**src/rtl/burst_fifo_filler.sv**
```systemverilog
// Streams a contiguous DDR region into the 64x64 read-data queue using burst reads.
// Queue space for each burst is reserved before the request goes out.
module burst_fifo_filler #(
  parameter int ADDR_WIDTH = 32,
  parameter int LEN_WIDTH  = 24,
  parameter int BURST_LEN  = 16,
  parameter int DEPTH      = 64
) (
  input  logic                  clock,
  input  logic                  reset,
  input  logic                  start,
  input  logic                  abort,
  input  logic [ADDR_WIDTH-1:0] base_addr,
  input  logic [LEN_WIDTH-1:0]  num_words,
  output logic                  busy,
  output logic                  done,
  output logic                  mem_rd,
  output logic [ADDR_WIDTH-1:0] mem_addr,
  output logic [7:0]            mem_burst_count,
  input  logic                  mem_wait_req,
  input  logic                  mem_valid,
  input  logic [63:0]           mem_data,
  output logic                  q_enq_valid,
  output logic [63:0]           q_enq_bits,
  input  logic [6:0]            q_count,
  output logic                  q_flush
);

  typedef enum logic [2:0] {IDLE, FLUSH, REQ, WAIT, DRAIN} state_t;

  state_t                state, state_nxt;
  logic [ADDR_WIDTH-1:0] addr;
  logic [LEN_WIDTH-1:0]  req_left;
  logic [LEN_WIDTH-1:0]  rsp_left;
  logic [LEN_WIDTH-1:0]  rsp_left_nxt;
  logic [6:0]            reserved;
  logic [6:0]            reserved_nxt;
  logic [7:0]            blen;
  logic [7:0]            blen_q;
  logic [7:0]            space_need;
  logic                  fits;
  logic                  accept;
  logic                  abort_q;
  logic                  done_set;
  logic                  load;
  logic                  issue;

  function automatic logic [7:0] clamp_burst(input logic [LEN_WIDTH-1:0] left);
    if (left < LEN_WIDTH'(BURST_LEN)) return 8'(left);
    return 8'(BURST_LEN);
  endfunction

  // Stray responses must never wrap the reservation count.
  function automatic logic [6:0] sat_dec(input logic [6:0] v, input logic dec);
    return (dec && v != 7'd0) ? v - 7'd1 : v;
  endfunction

  assign blen         = clamp_burst(req_left);
  assign space_need   = {1'b0, q_count} + {1'b0, reserved} + blen;
  assign fits         = space_need <= 8'(DEPTH);
  assign accept       = (state == REQ) && !mem_wait_req;
  assign rsp_left_nxt = (mem_valid && rsp_left != '0) ? rsp_left - LEN_WIDTH'(1) : rsp_left;
  assign reserved_nxt = sat_dec(reserved + (accept ? blen_q[6:0] : 7'd0), mem_valid);

  always_comb begin
    state_nxt = state;
    done_set  = 1'b0;
    load      = 1'b0;
    issue     = 1'b0;
    q_flush   = 1'b0;
    case (state)
      IDLE: begin
        if (start) begin
          if (num_words == '0) begin
            done_set = 1'b1;
          end else begin
            load      = 1'b1;
            state_nxt = FLUSH;
          end
        end
      end
      FLUSH: begin
        q_flush   = 1'b1;
        state_nxt = abort ? DRAIN : WAIT;
      end
      WAIT: begin
        if (abort) begin
          state_nxt = DRAIN;
        end else if (req_left != '0 && fits) begin
          issue     = 1'b1;
          state_nxt = REQ;
        end else if (rsp_left_nxt == '0) begin
          // Registered done lands in the cycle right after the last response.
          done_set  = 1'b1;
          state_nxt = IDLE;
        end
      end
      REQ: begin
        if (accept) state_nxt = (abort || abort_q) ? DRAIN : WAIT;
      end
      DRAIN: begin
        if (reserved == '0) begin
          q_flush   = 1'b1;
          state_nxt = IDLE;
        end
      end
      default: state_nxt = IDLE;
    endcase
  end

  always_ff @(posedge clock or posedge reset) begin
    if (reset) begin
      state    <= IDLE;
      addr     <= '0;
      req_left <= '0;
      rsp_left <= '0;
      reserved <= '0;
      blen_q   <= '0;
      abort_q  <= 1'b0;
      done     <= 1'b0;
    end else begin
      state    <= state_nxt;
      done     <= done_set;
      reserved <= reserved_nxt;
      // An abort seen while stalled is remembered until the request is accepted.
      abort_q  <= (state == REQ) && !accept && (abort || abort_q);
      if (issue) blen_q <= blen;
      if (load) begin
        addr     <= base_addr;
        req_left <= num_words;
        rsp_left <= num_words;
      end else begin
        rsp_left <= rsp_left_nxt;
        if (accept) begin
          addr     <= addr + ADDR_WIDTH'({blen_q, 3'b000});
          req_left <= req_left - LEN_WIDTH'(blen_q);
        end
      end
    end
  end

  assign busy            = (state != IDLE);
  assign mem_rd          = (state == REQ);
  assign mem_addr        = addr;
  assign mem_burst_count = blen_q;
  assign q_enq_valid     = mem_valid && (state != DRAIN) && !reset;
  assign q_enq_bits      = q_enq_valid ? mem_data : '0;

endmodule

```
**config.mk**
```make
export PLATFORM = sky130hd
export DESIGN_NAME = burst_fifo_filler
export DESIGN_NICKNAME = d
export VERILOG_FILES = /design/src/rtl/burst_fifo_filler.sv
export SDC_FILE = /design/constraint.sdc
export NUM_CORES = 1
export LEC_CHECK = 0
export CAP_MARGIN = 10
export CORE_ASPECT_RATIO = 1.4
export CORE_MARGIN = 5
export CORE_UTILIZATION = 42
export CTS_BUF_LIST = sky130_fd_sc_hd__clkbuf_2
export DETAILED_ROUTE_END_ITERATION = 8
export DONT_BUFFER_PORTS = 1
export GPL_TIMING_DRIVEN = 0
export PLACE_DENSITY = 0.62
export RECOVER_POWER = 50
export SLEW_MARGIN = 20
export SYNTH_ARGS = -nofsm -noshare
export SYNTH_HDL_FRONTEND = slang
export SYNTH_SLANG_ARGS = --single-unit
```
**constraint.sdc**
```tcl
create_clock -name clock -period 6.4 [get_ports clock]
set_input_delay 1.28 -clock clock [delete_from_list [all_inputs] [get_ports clock]]
set_output_delay 1.28 -clock clock [all_outputs]
set_load 0.05 [all_outputs]
```
## Word-level counts from Yosys, hierarchy flattened

Index checks and enable logic that the tools add are counted.

- Register bits: 100
- Latch bits: 0
- Bits in writable memories: 0
- Memory bits (read-only): 0
- Input bits: 133
- Output and inout bits: 109
- Logic and storage cells: 85
- Memories: 0

- $add $sub $neg: 7
- Multiply operators: 0
- Div/mod/pow operators: 0
- Order comparisons: 2
- Equal/unequal tests: 10
- Shifts and indexed selects: 0
- Multiplexer cells: 36
- Bitwise gates (word level): 0
- Reduce and logical (&&, ||, !) cells: 22

Operators with widths:

| cell | count |
|---|---|
| 24-bit 2-to-1 mux | 4 |
| 32-bit 2-to-1 mux | 2 |
| 64-bit 2-to-1 mux | 1 |
| 24-bit zero test | 2 |
| 24-bit nonzero test | 2 |
| 32-bit by 11-bit adder with 32-bit output | 1 |
| 3-bit 2-to-1 mux | 9 |
| 24-bit by 5-bit less-than comparator with 1-bit output (second input constant) | 1 |
| 24-bit by 1-bit subtractor with 24-bit output (second input constant) | 1 |
| 24-bit by 8-bit subtractor with 24-bit output | 1 |
| 8-bit 2-to-1 mux | 2 |
| 3-bit one-hot mux with 5 select lines | 1 |
| 7-bit 2-to-1 mux | 2 |
| 1-bit 2-to-1 mux | 13 |
| 7-bit by 7-bit adder with 8-bit output | 1 |
| 8-bit adder | 1 |
| 8-bit by 7-bit less-or-equal comparator with 1-bit output (second input constant) | 1 |
| 1-bit logical AND | 8 |
| 7-bit adder | 1 |
| 7-bit zero test | 1 |
| 7-bit nonzero test | 1 |
| 7-bit by 1-bit subtractor with 7-bit output (second input constant) | 1 |
| 3-bit by 2-bit == test with 1-bit output (second input constant) | 2 |
| 2-bit != test (second input constant) | 3 |
| 12 further kinds | 15 |

## Depth between registers and ports, before layout

Gate-level depths: netlist (run 1).

- Depth after elaboration: 9
- Gate-level depth with buffers: 19
- Mapped depth without buffers: 17

## Least setup slack after synthesis (run 1)

OpenSTA, ideal clock, no wires.

- Path type: input to output
- Start point: in reset
- End point: out q_enq_bits[54]
- Arrival time: 4.930 ns
- Data required time: 5.120 ns
- Slack: 0.190 ns
- Stages on the path: 4
- Buffers on the path: 1
- Cells stage by stage: inv_1 -> o311a_1 -> clkbuf_1 -> and2_1

- Word-level cells in the longest chain between the ends: 3

Ends and longest elaborated chain:

| what | RTL line | text |
|---|---|---|
| start: declaration | 10 | `input logic reset,` |
| 1-bit zero test | 146 | `assign q_enq_valid = mem_valid && (state != DRAIN) && !reset;` |
| 1-bit logical AND | 146 |  |
| via q_enq_valid | 23 | `output logic q_enq_valid,` |
| 64-bit 2-to-1 mux | 147 | `assign q_enq_bits = q_enq_valid ? mem_data : '0;` |
| end: declaration | 24 | `output logic [63:0] q_enq_bits,` |

The timed path passes the listed nets, and every way through them passes these cells.

## Worst setup path in the final report (run 1)

- Start point: reg state[1]
- End point: reg reserved[0]

- Word-level cells in the longest chain between the ends: 7
- Elaborated cells on any way between the ends: 8
- Those cells by class: 2 x add/sub; 1 x eq/ne; 2 x mux; 3 x reduce/logical

Ends and longest elaborated chain:

| what | RTL line | text |
|---|---|---|
| start: declaration | 31 | `state_t state, state_nxt;` |
| start signal: assignment | 122 | `state <= state_nxt;` |
| 3-bit by 2-bit == test with 1-bit output * | -- |  |
| via mem_rd | 17 | `output logic mem_rd,` |
| 1-bit logical AND * | 61 | `assign accept = (state == REQ) && !mem_wait_req;` |
| 7-bit 2-to-1 mux * | 63 | `assign reserved_nxt = sat_dec(reserved + (accept ? blen_q[6:0] : 7'd0), mem_valid);` |
| 7-bit adder * | 63 |  |
| branches (longest 2 deep; another with 7-bit by 1-bit subtractor with 7-bit output) | -- |  |
| 7-bit 2-to-1 mux * | 55 | `return (dec && v != 7'd0) ? v - 7'd1 : v;` |
| via reserved_nxt[0] | 37 | `logic [6:0] reserved_nxt;` |
| end signal: assignment | 124 | `reserved <= reserved_nxt;` |
| end: declaration | 36 | `logic [6:0] reserved;` |

Mark *: on every way through the listed nets, which the timed path passes.
A chain may end at the register's enable or synchronous reset.

==> metrics.txt, run 1 <==
global-route wire length before repair=39100 um; area delta synth->final=5.77%; leakage dissipation=3.14 nW; Total Nets Final=1109; VDD IR-drop max=0.234 mV; height of the die=170 um; count of standard-cell rows=58; count of unresolved DRC violations after routing=0; minimum setup slack after placement=0.648 ns; post-route fraction of the period consumed by the critical path=89.2%; combined flip-flop and latch cell area=0.00250 sq mm; # Post-CTS Setup Buffers=0; number of fillers in the final layout=1874; via count=7016; minimum period implied by the final worst setup slack=5.71 ns; Pwr Density=535 mW/mm^2; Avg Synthesized Cell Area=8.35 sq um; fraction of final layout cells sized beyond drive strength 1=5.22%; aggregate global-route resource usage=23.4%; CP max stage cell=nor2_1; critical path cell sequence=clkbuf_1 -> nand2_1 -> nor2_1 -> nand2_1 -> clkbuf_1 -> clkbuf_1 -> clkbuf_1 -> nor2_1 -> ha_1 -> a21o_1 -> a21oi_1 -> xnor2_1 -> or3b_2 -> or4b_1 -> and2_1 -> xnor2_1; H-Tree Level Count=3; biggest fanout along the worst timing path=10; Die ar.=0.0211 sq mm; cell area after synthesis=0.00767 sq mm; wire length per cell=21.6 um; routed wire length=25500 um; setup_tns=0 ns; largest net degree at the start of global routing=68; result of the run=complete, but fails checks; CP Data Required Time=6.98 ns; total number of yosys warnings=0; via count of the first global-routing pass=6933; clock edge transition at the registers on the reported setup and hold paths=0.31 ns; Main synth FF type=dfrtp_1; CTS Hold Buffers Added=0; total gr overflow=0; clock latency on the worst-skew pair=0.65 ns; Clock Sink Count=100; Worst slew margin=-152%; failing checks=max-capacitance violations, max-slew violations; Worst Tran Pin Value=3.78 ns; floorplan die width=124 um; number of distinct standard cells referenced by the synthesized netlist=73; highest achievable clock rate=175 MHz; number of iterations in the first detailed-routing pass=5; max cap viols=2; path class of the lowest-slack min-delay path=reg -> reg; endpoint type of the worst setup path=register; most used cell, CP=clkbuf_1; number of input and output port buffers inserted=0; standard cell core area=0.0180 sq mm; max-slew violation count=104; detailed placement HPWL=20400 um; 1st-iter DRT viols=525; number of synthesized register bits=100; Setup Skew=0.0531 ns; Detail Route Antenna Nets=0; Resize count post-CTS=0; count of flip-flops with a built-in enable after synthesis=0; worst path setup slack after routing=0.691 ns; count of cells along the worst register-to-register path=16; cell count after synthesis=919; final setup violation count=0; Min-Delay Path Depth=1; CTS Root Buffer Type=clkbuf_2; number of clock buffers inserted by TritonCTS=9; critical path startpoint category=register; TritonCTS clock tree=built; Worst EP arrival=6.29 ns; final count of hold timing violations=0; Initial Util=42.6%; proportion of synthesized chip area in sequential cells=32.6%; RSZ-0062 raised after global routing=no; Top-Level Pins=242; antenna violations before repair=3; Min Hold Slack=0.572 ns; routability cong.=0.872; total area of multi-input combinational cells=0.00483 sq mm; critical path class=reg -> reg; number of vias per cell after detailed routing=5.94; async set-or-reset flop fraction in the synthesized netlist=100%; Clock Path Buffers=2; Slowest Stage Delay on Critical Path=0.83 ns
[report_power, final]
group	switching, mW	leakage, nW	internal [mW]
logic	1.41	1.86	0.832
clock network	0.242	0.0745	0.0924
registers	0.844	1.21	0.922
[synthesized netlist by cell type, types with 11 or more instances]
library cell / n / area, sq um
dfrtp_1: 100 / 2500
a21oi_1: 38 / 190
and2_1: 71 / 444
inv_1: 48 / 180
o211ai_1: 11 / 82.6
nand3_1: 28 / 140
nor2b_1: 12 / 75.1
nand4_1: 12 / 75.1
clkbuf_1: 35 / 131
o21ai_0: 64 / 320
or3_1: 15 / 93.8
o311ai_0: 11 / 96.3
xnor2_1: 33 / 289
nor3_1: 26 / 130
nor2_1: 61 / 229
nand2_1: 104 / 390
fa_1: 11 / 220
ha_1: 32 / 400
xor2_1: 19 / 166
nor4_1: 26 / 163
[final cells by class]
| class | instances | share of cell area [%] |
|---|---|---|
| Antenna cell | 3 | 0.0925 |
| Buffer | 44 | 2.08 |
| Clock buffer | 9 | 0.555 |
| Clock inverter | 7 | 0.864 |
| Inverter | 48 | 2.24 |
| Multi-Input combinational cell | 728 | 59.5 |
| Sequential cell | 100 | 30.8 |
| Tap cell | 240 | 3.70 |
| Timing Repair Buffer | 2 | 0.108 |
[worst max-delay path: cells and delay by family (launching register included)]
family,cells,cell delay [ns]
and+or+nand+nor,7,2.90
buffers and inverters,4,1.24
DFF,1,0.45
AOI/OAI and AO/OA,2,0.42
xor gates and xnor gates,2,0.37
adders and majority gates,1,0.27
[state kept, by name, indices dropped and copies added, names as in the netlist]
name,count
abort_q,1
done,1
mem_addr,32
mem_burst_count,8
req_left,24
reserved,7
rsp_left,24
state,3
[through the flow]
step / power (mW) / instance area, sq um / utilization, % / std cells
4_1_cts: 4.35 / 8130 / 45.2 / 1178
2_1_floorplan: 3.42 / 7670 / - / 920
3_3_place_gp: 3.98 / 7970 / 44.3 / 1160
6_report: 4.34 / 8110 / 45.1 / 1181
3_5_place_dp: 4.01 / 8020 / 44.5 / 1162
5_1_grt: 4.70 / 8110 / 45.1 / 1180
[worst paths after layout]
kind	slack, ns	to	from
setup / recovery	0.69	reserved[0]	state[1]
hold / removal	0.57	req_left[14]	req_left[14]
setup reg to reg	0.69	reserved[0]	state[1]
hold reg to reg	0.57	req_left[14]	req_left[14]
max in group asynchronous	1.40	rsp_left[17]	reset
min in group asynchronous	0.85	mem_burst_count[1]	reset
[kinds of logic (layout without fill, tap and decap cells)]
kind of cell             after synthesis  in the layout  share of synthesized area [%]
AO/OA/AOI/OAI                        213            213                           18.6
XOR/XNOR                              52             52                           5.94
adder cells (fa/ha/maj)               43             43                           8.09
buffers and inverters                 92            110                           4.55
flip-flops                           100            100                           32.6
multiplexers                           6              6                          0.816
other                                  1              5                         0.0489
AND/OR/NAND/NOR                      412            412                           29.3
[layer usage]
layer	vias to the layer above	wire, um	track usage [%]
li1	3346	-	-
met1	3411	10100	28.3
met2	227	12800	39.9
met3	32	1970	6.53
met4	0	613	8.68
met5	-	0	0
[cell usage in the layout (no fill, tap or decap), drive strengths merged, types with 4 or more instances in the layout]
cell type  count
and2          71
ha            32
xor2          19
nor3          28
fa            11
or3           16
a21oi         38
o21a           6
nand4         12
nand2b         5
a21boi         8
nor2          61
mux2i          4
o311ai        11
nand2        104
a22oi          4
or4           10
o2111ai        8
or2            8
nor4          31
nor4b          8
nor2b         12
o211ai        11
xnor2         33
o21ai         67
a221o          9
a211oi         7
buf            9
clkbuf        46
inv           50
nand3         28
a21o           6
a2111oi        7
dfrtp        100
No activity file was read; power rests on OpenSTA's default activity.
==> run 2, diff against run 1 <==
- CTS_BUF_LIST: sky130_fd_sc_hd__clkbuf_2 -> not set
- CTS_CLUSTER_DIAMETER: not set -> 50
==> run 2 against run 1 <==
  * The flow still finishes with violations (max-capacitance violations, max-slew violations)
  * Setup slack better by 0.0036 ns
  * Non-clock buffer count unchanged
  * Hold slack got worse by 0.036 ns
  * Clock power increased by 76%
  * Via count increased by 0.54%
  * Critical path type unchanged
  * Critical endpoint unchanged
  * Highest routed layer unchanged
==> metrics.txt, run 2 (synthesis results as in run 1) <==
result of the run=complete, but fails checks; failing checks=max-capacitance violations, max-slew violations; Worst Tran Pin Value=3.24 ns (-0.536 ns); P_int=2.08 mW (+13%); number of clock buffers inserted by TritonCTS=9 (unchanged); minimum period implied by the final worst setup slack=5.71 ns (-0.00361 ns); share of total power in the clock network=12.8% (+5.1 points); CTS Root Buffer Type=clkbuf_16; max-slew violation count=104 (unchanged); # Post-CTS Setup Buffers=0 (unchanged); Resize count post-CTS=0 (unchanged); number of vias per cell after detailed routing=5.98 (+0.63%); Initial Util=42.6% (unchanged); final setup violation count=0 (unchanged); H-Tree Level Count=3 (unchanged); highest achievable clock rate=175 MHz (about the same); net switching fraction of the power=55.0% (-2.5 points); routability cong.=0.872 (unchanged); Placed Cells=1162 (unchanged); number of input and output port buffers inserted=0 (unchanged); critical path class=reg -> reg; Clock Path Buffers=2 (unchanged); R2R setup slack=0.69 ns (about the same); count of unresolved DRC violations after routing=0 (unchanged); Worst slew margin=-116% (+36 points); Post-Layout Inst Area=0.00831 sq mm (+2.4%); total gr overflow=0 (unchanged); number of fillers in the final layout=1852 (-1.2%); height of the die=170 um (unchanged); RR Startpoint=state[1]; worst r2r dst=reserved[0]; Setup Skew=0.0132 ns (-0.0399 ns); area of placed instances=0.00802 sq mm (unchanged); Logic pwr share=48.8% (-2.8 points); flip-flop count of the largest register after layout=32 (unchanged); detailed placement HPWL=20400 um (unchanged); 1st-iter DRT viols=451 (-14%); Final Instance Count excl. Fillers=1180 (-0.085%); fraction of final layout cells sized beyond drive strength 1=5.33% (+0.11 points); start point of the worst hold path=req_left[6]; antenna violations before repair=2 (-1); destination of the worst hold path=req_left[6]; CTS Hold Buffers Added=0 (unchanged); routed wire length=25700 um (+0.51%); RSZ-0062 raised after global routing=no; Total Nets Final=1109 (unchanged); via count of the first global-routing pass=6939 (+0.087%); path class of the lowest-slack min-delay path=reg -> reg; largest net degree at the start of global routing=68 (unchanged); number of iterations in the first detailed-routing pass=5 (unchanged); endpoint type of the worst setup path=register; most frequent standard cell in the layout excluding fill and tap cells=nand2_1; clock edge transition at the registers on the reported setup and hold paths=0.08 ns (-0.23 ns); critical path startpoint category=register; final count of hold timing violations=0 (unchanged); leakage dissipation=3.22 nW (+2.6%); count of cells along the worst register-to-register path=16 (unchanged); count of standard-cell rows=58 (unchanged); clock latency on the worst-skew pair=0.36 ns (-0.29 ns); Detail Route Antenna Nets=0 (unchanged); area delta synth->final=8.30%; Worst EP arrival=5.95 ns (-0.34 ns); biggest fanout along the worst timing path=10 (unchanged); Util after Layout=46.2% (+1.1 points); Die ar.=0.0211 sq mm (unchanged); post-route fraction of the period consumed by the critical path=89.1% (about the same); via count=7054 (+0.54%); global-route wire length before repair=39300 um (+0.58%); aggregate global-route resource usage=23.5% (+0.10 points); standard cell core area=0.0180 sq mm (unchanged); CP Data Required Time=6.65 ns (-0.33 ns); Min-Delay Path Depth=2 (+1); commonest cells after routing, fill and taps aside=104 x nand2_1, 100 x dfrtp_1, 71 x and2_1; total net switching power=2.53 mW (+1.5%); Clock Sink Count=100 (unchanged); max cap viols=2 (unchanged); setup_tns=0 ns (unchanged); Seq pwr share=38.4% (-2.3 points); TritonCTS clock tree=built; VDD IR-drop max=0.222 mV (-5.3%); wire length per cell=21.7 um (+0.59%); floorplan die width=124 um (unchanged); Pwr Density=555 mW/mm^2 (+3.7%); Top-Level Pins=242 (unchanged)
run 2: cell types whose count changed in the layout (fill, tap and decap cells not counted):
| cell | delta |
|---|---|
| a21boi_0 | -1 |
| a21boi_1 | +1 |
| buf_1 | -1 |
| clkbuf_16 | +9 |
| clkbuf_2 | -9 |
| clkbuf_8 | +1 |
| clkdlybuf4s25_1 | +1 |
| clkinv_1 | -1 |
| diode_2 | -1 |
| o21ai_0 | -1 |
| o21ai_1 | +1 |
run 2: per-layer routing:
layer | GRT usage [%] | vias up | wire (um)
li1 | - | 3346 | -
met3 | 6.59 | 37 | 2000
met1 | 28.4 | 3418 | 10100
met5 | 0 | - | 0
met4 | 8.44 | 0 | 638
met2 | 40.0 | 253 | 12900
run 2: metrics by stage:
step | power [mW] | hold slack [ns] | worst slack [ns]
final | 4.61 | 0.536 | 0.695
after global routing | 4.96 | 0.562 | 0.258
after CTS | 4.61 | 0.539 | 0.640
after detailed placement | 4.01 | 0.516 | 0.648
after global placement | 3.98 | 0.516 | -1.16
after floorplan | 3.42 | 0.485 | 0.190
run 2: worst max-delay path by stage:
| stage | slack, ns | startpoint | end |
|---|---|---|---|
| 2_1_floorplan | 0.19 | reset | q_enq_bits[54] |
| 3_3_place_gp | -1.16 | reset | q_enq_bits[37] |
| 3_5_place_dp | 0.65 | state[1] | reserved[0] |
| 4_1_cts | 0.64 | state[1] | reserved[0] |
| 5_1_grt | 0.26 | reset | mem_addr[23] |
| 6_report | 0.69 | state[1] | reserved[0] |
run 2: worst max-delay path: stages, from the launching register on:
cell and delay, ns:
dfrtp_1 0.38, clkbuf_1 0.30, nand2_1 0.24, nor2_1 0.83
nand2_1 0.34, clkbuf_1 0.30, clkbuf_1 0.32, clkbuf_1 0.32
nor2_1 0.24, ha_1 0.27, a21o_1 0.16, a21oi_1 0.25
xnor2_1 0.23, or3b_2 0.49, or4b_1 0.54, and2_1 0.22
xnor2_1 0.13
run 2: area by class of cell:
cell class | count | area [sq um] | area share (%)
Antenna cell | 2 | 5.00 | 0.0603
Buffer | 44 | 169 | 2.03
Clock buffer | 10 | 239 | 2.88
Clock inverter | 6 | 66.3 | 0.798
Inverter | 48 | 181 | 2.18
Multi-Input combinational cell | 728 | 4830 | 58.1
Sequential cell | 100 | 2500 | 30.1
Tap cell | 240 | 300 | 3.62
Timing Repair Buffer | 2 | 15.0 | 0.181
run 2: power by group through the flow:
stage,Clock [mW],Sequential (mW),Combinational (mW)
2_1_floorplan,0,1.63,1.78
3_3_place_gp,0,1.77,2.20
3_5_place_dp,0,1.78,2.24
4_1_cts,0.590,1.77,2.25
5_1_grt,0.616,1.81,2.53
6_report,0.591,1.77,2.25
